`src/rtl/lstm_cell_state_buf.sv`:
```
// ----------------------------------------------------------------------------
// lstm_cell_state_buf
//
// Cell-state store for the LSTM compute datapath. It supplies c(t-1) one cell
// per request on the read side and absorbs c(t) written back on the write
// side. Both sides walk the cells in order 0..NUM_CELLS-1 within a timestep.
// State is kept across timesteps until clear_state invalidates every cell.
//
// Ports
//   clock          rising-edge clock
//   reset          asynchronous active-low reset
//   step_start     pulse, begin a timestep (IDLE only)
//   clear_state    pulse, invalidate all cells (IDLE only)
//   rd_req         request c(t-1) of the next cell in order
//   cram_data_out  c(t-1) word, registered, one cycle after rd_req
//   cram_valid_out cram_data_out valid this cycle
//   wb_valid       c(t) of the next cell in order is presented
//   wb_data        c(t) word
//   busy           a timestep is in progress
//   step_done      one-cycle pulse after the last write-back of a step
//   outstanding    reads issued minus write-backs received this step
//   err            sticky protocol error, cleared by an accepted step_start
// ----------------------------------------------------------------------------
module lstm_cell_state_buf #(
    parameter  int DATA_BITS = 16,
    parameter  int NUM_CELLS = 64,
    localparam int CW        = $clog2(NUM_CELLS + 1)
) (
    input  logic                 clock,
    input  logic                 reset,
    input  logic                 step_start,
    input  logic                 clear_state,
    input  logic                 rd_req,
    output logic [DATA_BITS-1:0] cram_data_out,
    output logic                 cram_valid_out,
    input  logic                 wb_valid,
    input  logic [DATA_BITS-1:0] wb_data,
    output logic                 busy,
    output logic                 step_done,
    output logic [CW-1:0]        outstanding,
    output logic                 err
);

    localparam int            IW   = $clog2(NUM_CELLS);
    localparam logic [CW-1:0] FULL = CW'(NUM_CELLS);
    localparam logic [CW-1:0] LAST = CW'(NUM_CELLS - 1);

    typedef enum logic [1:0] {
        IDLE,
        RUN,
        DRAIN
    } state_t;

    state_t                 state;
    logic [CW-1:0]          rd_cnt;
    logic [CW-1:0]          wr_cnt;
    logic [NUM_CELLS-1:0]   cell_valid;
    logic [DATA_BITS-1:0]   mem [NUM_CELLS];

    logic [IW-1:0] rd_idx;
    logic [IW-1:0] wr_idx;
    logic          rd_ok;
    logic          wb_ok;
    logic          step_ok;
    logic          clr_ok;
    logic          finish;
    logic          err_set;

    assign rd_idx = rd_cnt[IW-1:0];
    assign wr_idx = wr_cnt[IW-1:0];

    // RUN lingers one cycle with rd_cnt == FULL so that a write-back landing
    // in that cycle can close the step directly from RUN. Reads are refused
    // in that cycle just as they are in DRAIN.
    assign rd_ok   = rd_req && (state == RUN) && (rd_cnt != FULL);
    // A write may never overtake the reads: the cell must have been read first.
    assign wb_ok   = wb_valid && (state != IDLE) && (wr_cnt != rd_cnt);
    assign step_ok = step_start && (state == IDLE);
    assign clr_ok  = clear_state && (state == IDLE);
    assign finish  = wb_ok && (wr_cnt == LAST);

    assign err_set = (rd_req && !rd_ok)
                   | (wb_valid && !wb_ok)
                   | ((step_start || clear_state) && (state != IDLE));

    assign busy        = (state != IDLE);
    assign outstanding = rd_cnt - wr_cnt;

    // NOTE: sequential state uses non-blocking assignments so every register
    // samples the pre-edge values; a read and a write of the same cell in one
    // cycle therefore returns the old word.
    always_ff @(posedge clock or negedge reset) begin
        if (!reset) begin
            state          <= IDLE;
            rd_cnt         <= '0;
            wr_cnt         <= '0;
            cell_valid     <= '0;
            cram_data_out  <= '0;
            cram_valid_out <= 1'b0;
            step_done      <= 1'b0;
            err            <= 1'b0;
        end else begin
            cram_valid_out <= rd_ok;
            step_done      <= 1'b0;
            err            <= (step_ok ? 1'b0 : err) | err_set;

            if (rd_ok) begin
                cram_data_out <= cell_valid[rd_idx] ? mem[rd_idx] : '0;
                rd_cnt        <= rd_cnt + CW'(1);
            end

            if (wb_ok) begin
                cell_valid[wr_idx] <= 1'b1;
                wr_cnt             <= wr_cnt + CW'(1);
            end

            case (state)
                IDLE: begin
                    // Clear lands at this edge, so reads of the new step see 0.
                    if (clr_ok) cell_valid <= '0;
                    if (step_ok) begin
                        state  <= RUN;
                        rd_cnt <= '0;
                        wr_cnt <= '0;
                    end
                end
                RUN: begin
                    if (finish) begin
                        state     <= IDLE;
                        step_done <= 1'b1;
                    end else if (rd_cnt == FULL) begin
                        state <= DRAIN;
                    end
                end
                DRAIN: begin
                    if (finish) begin
                        state     <= IDLE;
                        step_done <= 1'b1;
                    end
                end
                default: state <= IDLE;
            endcase
        end
    end

    // NOTE: the data array has no reset; the per-cell valid bits (which are
    // reset) decide whether a stored word or zero is returned.
    always_ff @(posedge clock) begin
        if (wb_ok) mem[wr_idx] <= wb_data;
    end

endmodule
```
`config.mk`:
```
export PLATFORM = sky130hd
export DESIGN_NAME = lstm_cell_state_buf
export DESIGN_NICKNAME = d
export VERILOG_FILES = /design/src/rtl/lstm_cell_state_buf.sv
export SDC_FILE = /design/constraint.sdc
export NUM_CORES = 1
export LEC_CHECK = 0
export ABC_CLOCK_PERIOD_IN_PS = 5200
export BUFFER_PORTS_ARGS = -buffer_cell sky130_fd_sc_hd__buf_2
export CORE_MARGIN = 2
export CORE_UTILIZATION = 61
export CTS_CLUSTER_DIAMETER = 40
export DETAILED_ROUTE_END_ITERATION = 6
export PLACE_DENSITY_LB_ADDON = 0.15
export SLEW_MARGIN = 20
export SYNTH_ARGS = -nofsm -noshare
export SYNTH_HDL_FRONTEND = slang
export SYNTH_SLANG_ARGS = --single-unit
export TNS_END_PERCENT = 1
```
`constraint.sdc`:
```
create_clock -name clock -period 5.2 [get_ports clock]
set_clock_uncertainty 0.05 [all_clocks]
set_input_delay 0.78 -clock clock [delete_from_list [all_inputs] [get_ports clock]]
set_output_delay 0.78 -clock clock [all_outputs]
set_load 0.05 [all_outputs]
```
* Word-level counts from Yosys, hierarchy flattened *
Memory sizes are Yosys's and may differ from the RTL's.
Cells that the tools add are included.

storage, ports and cells
  output and inout bits = 27
  bits in latches = 0
  flip-flop bits (word level) = 99
  memories kept = 1
  RAM bits = 1,024
  ROM bits = 0

operators by class
  $add $sub $neg = 3
  divide/modulo/power cells = 0
  bitwise operators = 4
  reduce and logical (&&, ||, !) cells = 18
  muxes and demuxes = 24
  equality and inequality tests = 9
  shift operators = 0
  $lt $le $gt $ge = 3
  $mul = 0

memories
  name  words  width  read ports  clocked after memory_dff  wr ports  RTL line  source
  mem   64     16     1           0                         1         58        logic [DATA_BITS-1:0] mem [NUM_CELLS];

operators with widths
  kind                   count
  $mux W64               3
  $or A64 B64 Y64        1
  $mux W7                6
  $mux W16               1
  $add A7 B1 Y7 const B  2
  $lt A6 B7 Y1 const B   2
  $logic_and A1 B1 Y1    11
  $mux W2                4
  $eq A7 B6 Y1 const B   1
  $eq A7 B7 Y1 const B   1
  $mux W1                7
  $ne A7 B7 Y1           1
  $ne A7 B7 Y1 const B   1
  $sub A7 B7 Y7          1
  $bmux W1 S6            1
  $demux W1 S6           1
  $ge A6 B1 Y1 const B   1
  $pmux W2 S3            1
  $ne A2 B2 Y1 const B   2
  $ne A3 B2 Y1 const B   1
  $or A1 B1 Y1           3
  $reduce_and A3 Y1      1
  $eq A2 B1 Y1 const B   1
  $eq A2 B2 Y1 const B   1
  5 further kinds        6

* Logic depth before layout (Yosys ltp) *
Gate-level depths: netlist of run 1.

  depth in word-level cells = 8
  gate-level depth with buffers = 18
  mapped depth without buffers = 10

* Least setup slack after synthesis of run 1 *
No wires, ideal clock.

  path type = reg-to-output
  start = reg rd_cnt[0]
  end = out outstanding[6]
  slack = 1,088 ps
  cell stages (with the launch flop) = 17
  data arrival time = 3,282 ps
  path buffers = 7
  cells stage by stage = dfrtp_1 > buf_6 > buf_12 > buf_12 > buf_12 > buf_12 > buf_6 > buf_4 > inv_1 > ha_1 > fa_1 > nor2b_1 > o21ai_0 > nand2b_1 > a21o_1 > a21oi_1 > xor2_1

on the way
  longest elaborated chain between the ends = 1

RTL lines
  element                 RTL line  source
  from (decl)             55        logic [CW-1:0] rd_cnt;
  from (signal assigned)  109       rd_cnt <= rd_cnt + CW'(1);
  $sub A7 B7 Y7           87        assign outstanding = rd_cnt - wr_cnt;
  to (decl)               40        output logic [CW-1:0] outstanding,

No other way between the ends.

* Worst setup path in the final report of run 1 *
  start = reg rd_cnt[1]
  end = out outstanding[6]

The elaborated chain is that of the path after synthesis.

==> results of run 1 <==
-- layout make-up --
class                   instances  area, um2
clock inverters                65        679
fillers                      4351      21300
well taps                     950       1190
inverters                      18       67.6
flip-flops and latches       1123      33200
multi-input cells             861       9660
clock buffers                 174       3690
repair buffers                167       1250
-- cells by family after synthesis --
group,Yosys count,share of synthesized area (%)
xor+xnor,13,0.261
simple gates,218,2.19
fa+ha+maj,13,0.390
flops,1123,76.2
mux,333,14.6
compound gates,284,4.58
buf+inv,134,1.79
-- report_power, final --
part | total (W) | internal (W) | leakage, nW | switching, W
logic | 0.00527 | 0.00214 | 3.67 | 0.00313
registers | 0.0102 | 0.0100 | 10.6 | 0.000231
clock network | 0.00913 | 0.00561 | 2.12 | 0.00351
total | 0.0246 | 0.0178 | 16.4 | 0.00688
-- flip-flops by register name, summed over array words and instances, names as in the netlist --
signal and count:
err 1, step_done 1, state 2, wr_cnt 7, cram_data_out 16, cell_valid 64
mem 1024, cram_valid_out 1, rd_cnt 7
-- critical path, delay by kind of cell (launching register included) --
kind / cells / cell delay [ns]
adder cells (fa/ha/maj): 1 / 0.57
XOR/XNOR: 1 / 0.25
buffers and inverters: 2 / 0.77
flip-flops: 1 / 0.80
AND/OR/NAND/NOR: 2 / 0.26
AO/OA/AOI/OAI: 3 / 0.29
-- layer usage --
layer,up-vias,track usage (%)
li1,9151,-
met1,11728,44.7
met2,1270,43.9
met3,173,6.83
met4,0,8.02
met5,-,0
-- cells in the final DEF, fill, tap and decap left out, types with 31 or more instances in the layout --
cell type	n
edfxtp_1	1024
mux4_2	243
clkbuf_16	143
buf_4	111
dfrtp_1	96
nor2_1	93
mux2i_1	88
o21a_1	64
a22oi_1	57
nand2_1	52
buf_2	46
a21oi_1	41
clkbuf_1	31
-- metrics by stage --
stage / power (W) / hold slack, ns / instances / worst slack, ns / utilization, %
finish: 0.0246 / 0.297 / 3358 / 0.727 / 70.0
global route: 0.0254 / 0.291 / 3358 / 0.608 / 70.0
CTS: 0.0247 / 0.254 / 3358 / 0.797 / 70.0
detailed placement: 0.0156 / 0.426 / 3118 / 1.41 / 63.8
global placement: 0.0156 / 0.419 / 3118 / 1.47 / 63.8
floorplan: 0.0141 / 0.409 / 2118 / 1.09 / -
-- repair_timing --
action                                  in CTS  in global routing
endpoints found under the setup margin       0                  0
gates resized for setup                      0                  0
endpoints found under the hold margin       32                  0
hold buffers                                 1                  0
-- worst max-delay path by stage --
stage	cells after the start	from	endpoint
2_1_floorplan	16	rd_cnt[0]$_DFF_PN0_	outstanding[6]
3_3_place_gp	8	rd_cnt[0]$_DFF_PN0_	cram_data_out[13]$_DFFE_PN0P_
3_5_place_dp	8	rd_cnt[0]$_DFF_PN0_	cram_data_out[13]$_DFFE_PN0P_
4_1_cts	9	rd_cnt[1]$_DFF_PN0_	outstanding[6]
5_1_grt	9	rd_cnt[1]$_DFF_PN0_	outstanding[6]
6_report	9	rd_cnt[1]$_DFF_PN0_	outstanding[6]
==> flow_summary.json, run 1 <==
{
  "outcome": "complete, no violations",
  "wl_met1_mm": 43.0,
  "drt_iter0_drc": 2920,
  "critPathLaunchType": "flop",
  "syn_nets": 2153,
  "p_leak_nw": 16.4,
  "clockBufferDepth": 3,
  "setup_viol": 0,
  "tightestPinTransition_ns": 1.05,
  "num_rows": 98,
  "antenna_found_initial": 0,
  "vdd_ir_drop_max_mv": 0.536,
  "wl_per_cell_um": 31.3,
  "met2_length_mm": 48.5,
  "fin_tns_setup_ns": 0,
  "synth_common_cells": "1,024 x edfxtp_1, 243 x mux4_2, 99 x dfrtp_1, 99 x nor2_1, 88 x mux2i_1",
  "netlist.top_cell.by_area": "edfxtp_1",
  "vias": 22322,
  "highest_layer": "met4",
  "gp_congestion": 0.863,
  "avgSynthCellArea_um2": 20.6,
  "synth_area_mm2": 0.0436,
  "finalHoldViolCount": 0,
  "cp-end-kind": "primary output",
  "slew_violations": 0,
  "fin_area_mm2": 0.0498,
  "via_per_inst": 6.65,
  "async_reset_ff_share_pct": 8.82,
  "grt_pass1_wl_mm": 155,
  "ys_warn_count": 0,
  "die_w_um": 271,
  "track_usage_pct": 29.4,
  "max_freq_mhz": 224,
  "slowest_stage": "dfrtp_4",
  "grt_start_max_net_pins": 95,
  "antennaDiodeCount": 0,
  "start_util_pct": 61.3,
  "rsz0062_at_grt": "no",
  "r2r_end": "cram_data_out[13]$_DFFE_PN0P_",
  "max_slew_margin_pct": 30.2,
  "route.detailed.drc": 0,
  "wirelength_mm": 105,
  "hold_depth": 2,
  "drive_gt1_share_pct": 25.9,
  "hpwl_mm": 61.1,
  "die_height_um": 271,
  "cts.clk_slew.worst_paths_ns": 0.06,
  "synth_cell_type_count": 55,
  "yosys-top-cells-area": "edfxtp_1 70%, mux4_2 13%, dfrtp_1 5.7%",
  "areaGrowthSynthToFinish_pct": 14.1,
  "ant_nets": 0,
  "insertion_delay_ns": 0.71,
  "grt_pass1_vias": 22628,
  "yosysMostFrequentCell": "edfxtp_1",
  "fin_crit_ns": 4.47,
  "io_buffers": 48,
  "rr_startpoint": "rd_cnt[0]$_DFF_PN0_",
  "hold_end": "err$_DFF_PN0_",
  "cts_root_buf": "clkbuf_16",
  "dr.pass1.iters": 6,
  "syn-instance-count": 2118,
  "critPathRequiredTime_ns": 4.37,
  "crit_type": "flop to primary output",
  "hold_path.startpoint": "wb_valid",
  "clock-sinks": 1123,
  "worstRegToRegCells": 8,
  "post-cts-setup-buffers": 0,
  "ys_seq_elements": 1123,
  "place_area_mm2": 0.0454,
  "cts-buffers-inserted": 133,
  "grt_overflow": 0,
  "p_per_area_mw_per_mm2": 495,
  "num-nets-final": 2339,
  "synth_edf_count": 1024,
  "synth_top_area_share_pct": 70.5,
  "pin_count": 49,
  "rrSetupSlack_ns": 1.47,
  "core_area_mm2": 0.0711,
  "h-tree-depth": 4,
  "path_cells": "inv_1, fa_1, nor2b_1, o21ai_0, nand2b_1, a21o_1, a21oi_1, xor2_1, buf_2",
  "max_cap_violations": 0,
  "wl_met3_mm": 10.9,
  "slowest_delay_ns": 0.80,
  "cp.arrival_ns": 3.64,
  "tritoncts": "built",
  "synth_ff_type": "edfxtp_1",
  "crit_path_max_fanout": 34,
  "ys_seq_area_share_pct": 76.2,
  "post-route-period-util_pct": 86.0,
  "dieArea_mm2": 0.0737,
  "worstHoldPathType": "primary input to flop"
}
Power figures use the tool's default switching activity.
==> run 2: changes to the inputs <==
--- a/config.mk
+++ b/config.mk
@@ -8,8 +8,10 @@
 export ABC_CLOCK_PERIOD_IN_PS = 5200
 export BUFFER_PORTS_ARGS = -buffer_cell sky130_fd_sc_hd__buf_2
+export CAP_MARGIN = 20
 export CORE_MARGIN = 2
 export CORE_UTILIZATION = 61
 export CTS_CLUSTER_DIAMETER = 40
 export DETAILED_ROUTE_END_ITERATION = 6
+export GPL_TIMING_DRIVEN = 0
 export PLACE_DENSITY_LB_ADDON = 0.15
 export SLEW_MARGIN = 20
==> constraint.sdc (replaced) <==
create_clock -name clock -period 5.2 [get_ports clock]
set_clock_uncertainty 0.05 [all_clocks]
set_input_delay 0.52 -clock clock [delete_from_list [all_inputs] [get_ports clock]]
set_output_delay 0.52 -clock clock [all_outputs]
set_load 0.05 [all_outputs]
==> run 2 against run 1 <==
  * First-iteration DRC count rose by 26%
  * Global-route usage grew 2.8 points
  * Utilization increased by 1.2 points
  * Sequential share of layout area shrank 1.2 points
  * Final area is 1.7% higher
  * Final cell count up 1.5%
  * Flip-flop and latch count is the same
  * Die area unchanged
  * Fmax fell by 7.8%
  * Largest cell class unchanged
==> flow_summary.json, run 2 (same netlist as run 1, synthesis figures left out) <==
{
  "outcome": "complete, no violations",
  "top_regs": "mem (1024), cell_valid (64), cram_data_out (16)",
  "drt_iter0_drc": 3673,
  "worstHoldPathType": "primary input to flop",
  "p_int_w": 0.0182,
  "post-route-period-util_pct": 93.2,
  "die_w_um": 271,
  "rrSetupSlack_ns": 0.35,
  "rr_startpoint": "rd_cnt[0]$_DFF_PN0_",
  "grt_start_max_net_pins": 65,
  "cpMostUsedCell": "buf_12",
  "gp_congestion": 0.915,
  "swShare_pct": 29.5,
  "antennaDiodeCount": 0,
  "rsz0062_at_grt": "no",
  "totalPowerFinal_w": 0.0258,
  "slowest_stage": "nand2_1",
  "route.detailed.drc": 0,
  "seqPwrFrac_pct": 39.1,
  "max_slew_margin_pct": 21.8,
  "p_leak_nw": 16.5,
  "max_cap_violations": 0,
  "post_cts_resized": 0,
  "hold_depth": 3,
  "worstRegToRegCells": 18,
  "vdd_ir_drop_max_mv": 0.466,
  "finalHoldViolCount": 0,
  "p_per_area_mw_per_mm2": 509,
  "cp-end-kind": "flop",
  "ant_nets": 0,
  "max_freq_mhz": 206,
  "grt_pass1_wl_mm": 166,
  "critPathLaunchType": "flop",
  "switching_power_w": 0.00760,
  "setup_viol": 0,
  "start_util_pct": 61.3,
  "die_height_um": 271,
  "finalNonFillerCells": 3407,
  "h-tree-depth": 4,
  "top_register": "mem",
  "r2r_end": "cram_data_out[3]$_DFFE_PN0P_",
  "track_usage_pct": 32.2,
  "power_frac_clock_pct": 37.5,
  "crit_path_max_fanout": 10,
  "slew_violations": 0,
  "grt_overflow": 0,
  "cp.arrival_ns": 5.44,
  "tritoncts": "built",
  "place_area_mm2": 0.0459,
  "vias": 23303,
  "final_common_cell": "edfxtp_1",
  "crit_type": "flop to flop",
  "wirelength_mm": 115,
  "pin_count": 49,
  "cts.clk_slew.worst_paths_ns": 0.06,
  "antenna_found_initial": 2,
  "cts_root_buf": "clkbuf_16",
  "final_cell_mix": "1,024 x edfxtp_1, 243 x mux4_2, 142 x clkbuf_16, 99 x dfrtp_1, 88 x mux2i_1",
  "slowest_delay_ns": 0.48,
  "tightestPinTransition_ns": 1.17,
  "clockBufferDepth": 3,
  "dp.cells": 3154,
  "hold_path.startpoint": "step_start",
  "cts-buffers-inserted": 137,
  "dr.pass1.iters": 6,
  "filler_cell_count": 4262,
  "hpwl_mm": 72.8,
  "hold_end": "state[0]$_DFFE_PN0P_",
  "combPwrFrac_pct": 23.4,
  "path_cells": "buf_6, buf_12, buf_12, buf_12, buf_12, buf_6, buf_4, inv_1, ha_1, and4bb_2, a21boi_1, nand2_1, inv_2, nand2_1, nor4_1, nor2_1, clkbuf_1, o21ai_1",
  "wl_per_cell_um": 33.8,
  "critPathRequiredTime_ns": 5.79,
  "dieArea_mm2": 0.0737,
  "fin_crit_ns": 4.85,
  "largest_reg_flops": 1024,
  "core_area_mm2": 0.0711,
  "insertion_delay_ns": 0.73,
  "drive_gt1_share_pct": 27.6,
  "fin_area_mm2": 0.0506,
  "num-nets-final": 2382,
  "areaGrowthSynthToFinish_pct": 16.1,
  "clock-sinks": 1123,
  "via_per_inst": 6.84,
  "io_buffers": 48,
  "num_rows": 98,
  "grt_pass1_vias": 23367
}
==> run 2: cell count changes in the layout (fill, tap and decap cells not counted), moves of 19 or more <==
cell,delta
buf_8,+19
nor2_2,+28
nor2_1,-56
nor2_4,+28
clkbuf_1,+38
buf_6,+32
buf_4,-76
==> run 2: what timing repair did <==
action	CTS	global route
hold buffers	3	0
endpoints found under the hold margin	50	0
setup buffers	0	0
==> run 2: metal layers <==
| metal | vias up | routed length, um | share of wire [%] | GRT usage (%) |
|---|---|---|---|---|
| met4 | 0 | 4200 | 3.6 | 11.9 |
| met5 | - | 0 | 0 | 0 |
| met1 | 12284 | 43200 | 37 | 45.7 |
| li1 | 9258 | - | - | - |
| met3 | 233 | 13600 | 12 | 8.77 |
| met2 | 1528 | 54300 | 47 | 49.0 |
==> run 2: final cells by class <==
cell class | instances | area [um2] | share of cell area (%)
buffer | 116 | 713 | 1.41
clock buffer | 161 | 3680 | 7.28
tap | 950 | 1190 | 2.35
inverter | 18 | 67.6 | 0.133
sequential | 1123 | 33200 | 65.6
clock inverter | 88 | 1010 | 1.99
timing repair buffer | 90 | 827 | 1.63
multi-input combinational | 861 | 9930 | 19.6
==> run 2: through the flow <==
step	setup WS [ns]	hold slack [ns]	TNS, ns	util, %
final	0.351	0.0891	0	71.2
after global routing	0.0868	0.0838	0	71.2
after CTS	0.378	0.0515	0	71.2
after detailed placement	0.572	0.425	0	64.5
after global placement	-0.895	0.417	-22.01	63.3
after floorplan	1.10	0.174	0	-
==> run 2: power groups by stage <==
stage	combinational, W	sequential [W]	clock, W
6_report	0.00604	0.0101	0.00967
5_1_grt	0.00628	0.0101	0.0101
4_1_cts	0.00600	0.0101	0.00972
3_5_place_dp	0.00594	0.0103	0
3_3_place_gp	0.00578	0.0103	0
2_1_floorplan	0.00364	0.0104	0
==> run 2: how the worst max path moves through the flow <==
| stage | start | to | slack [ns] | depth (start not counted) |
|---|---|---|---|---|
| 2_1_floorplan | rd_cnt[0]$_DFF_PN0_ | mem[15][0]$_DFFE_PP_ | 1.10 | 13 |
| 3_3_place_gp | rd_cnt[0]$_DFF_PN0_ | mem[15][12]$_DFFE_PP_ | -0.89 | 13 |
| 3_5_place_dp | rd_cnt[0]$_DFF_PN0_ | cram_data_out[9]$_DFFE_PN0P_ | 0.57 | 18 |
| 4_1_cts | rd_cnt[0]$_DFF_PN0_ | outstanding[6] | 0.38 | 17 |
| 5_1_grt | rd_cnt[0]$_DFF_PN0_ | cram_data_out[6]$_DFFE_PN0P_ | 0.09 | 18 |
| 6_report | rd_cnt[0]$_DFF_PN0_ | cram_data_out[3]$_DFFE_PN0P_ | 0.35 | 18 |
==> run 2: critical path: cells and delay by family, from the launching register on <==
family          cells  cell delay (ns)
flops               1             0.37
simple gates        5             1.47
fa+ha+maj           1             0.22
buf+inv            10             2.15
compound gates      2             0.44
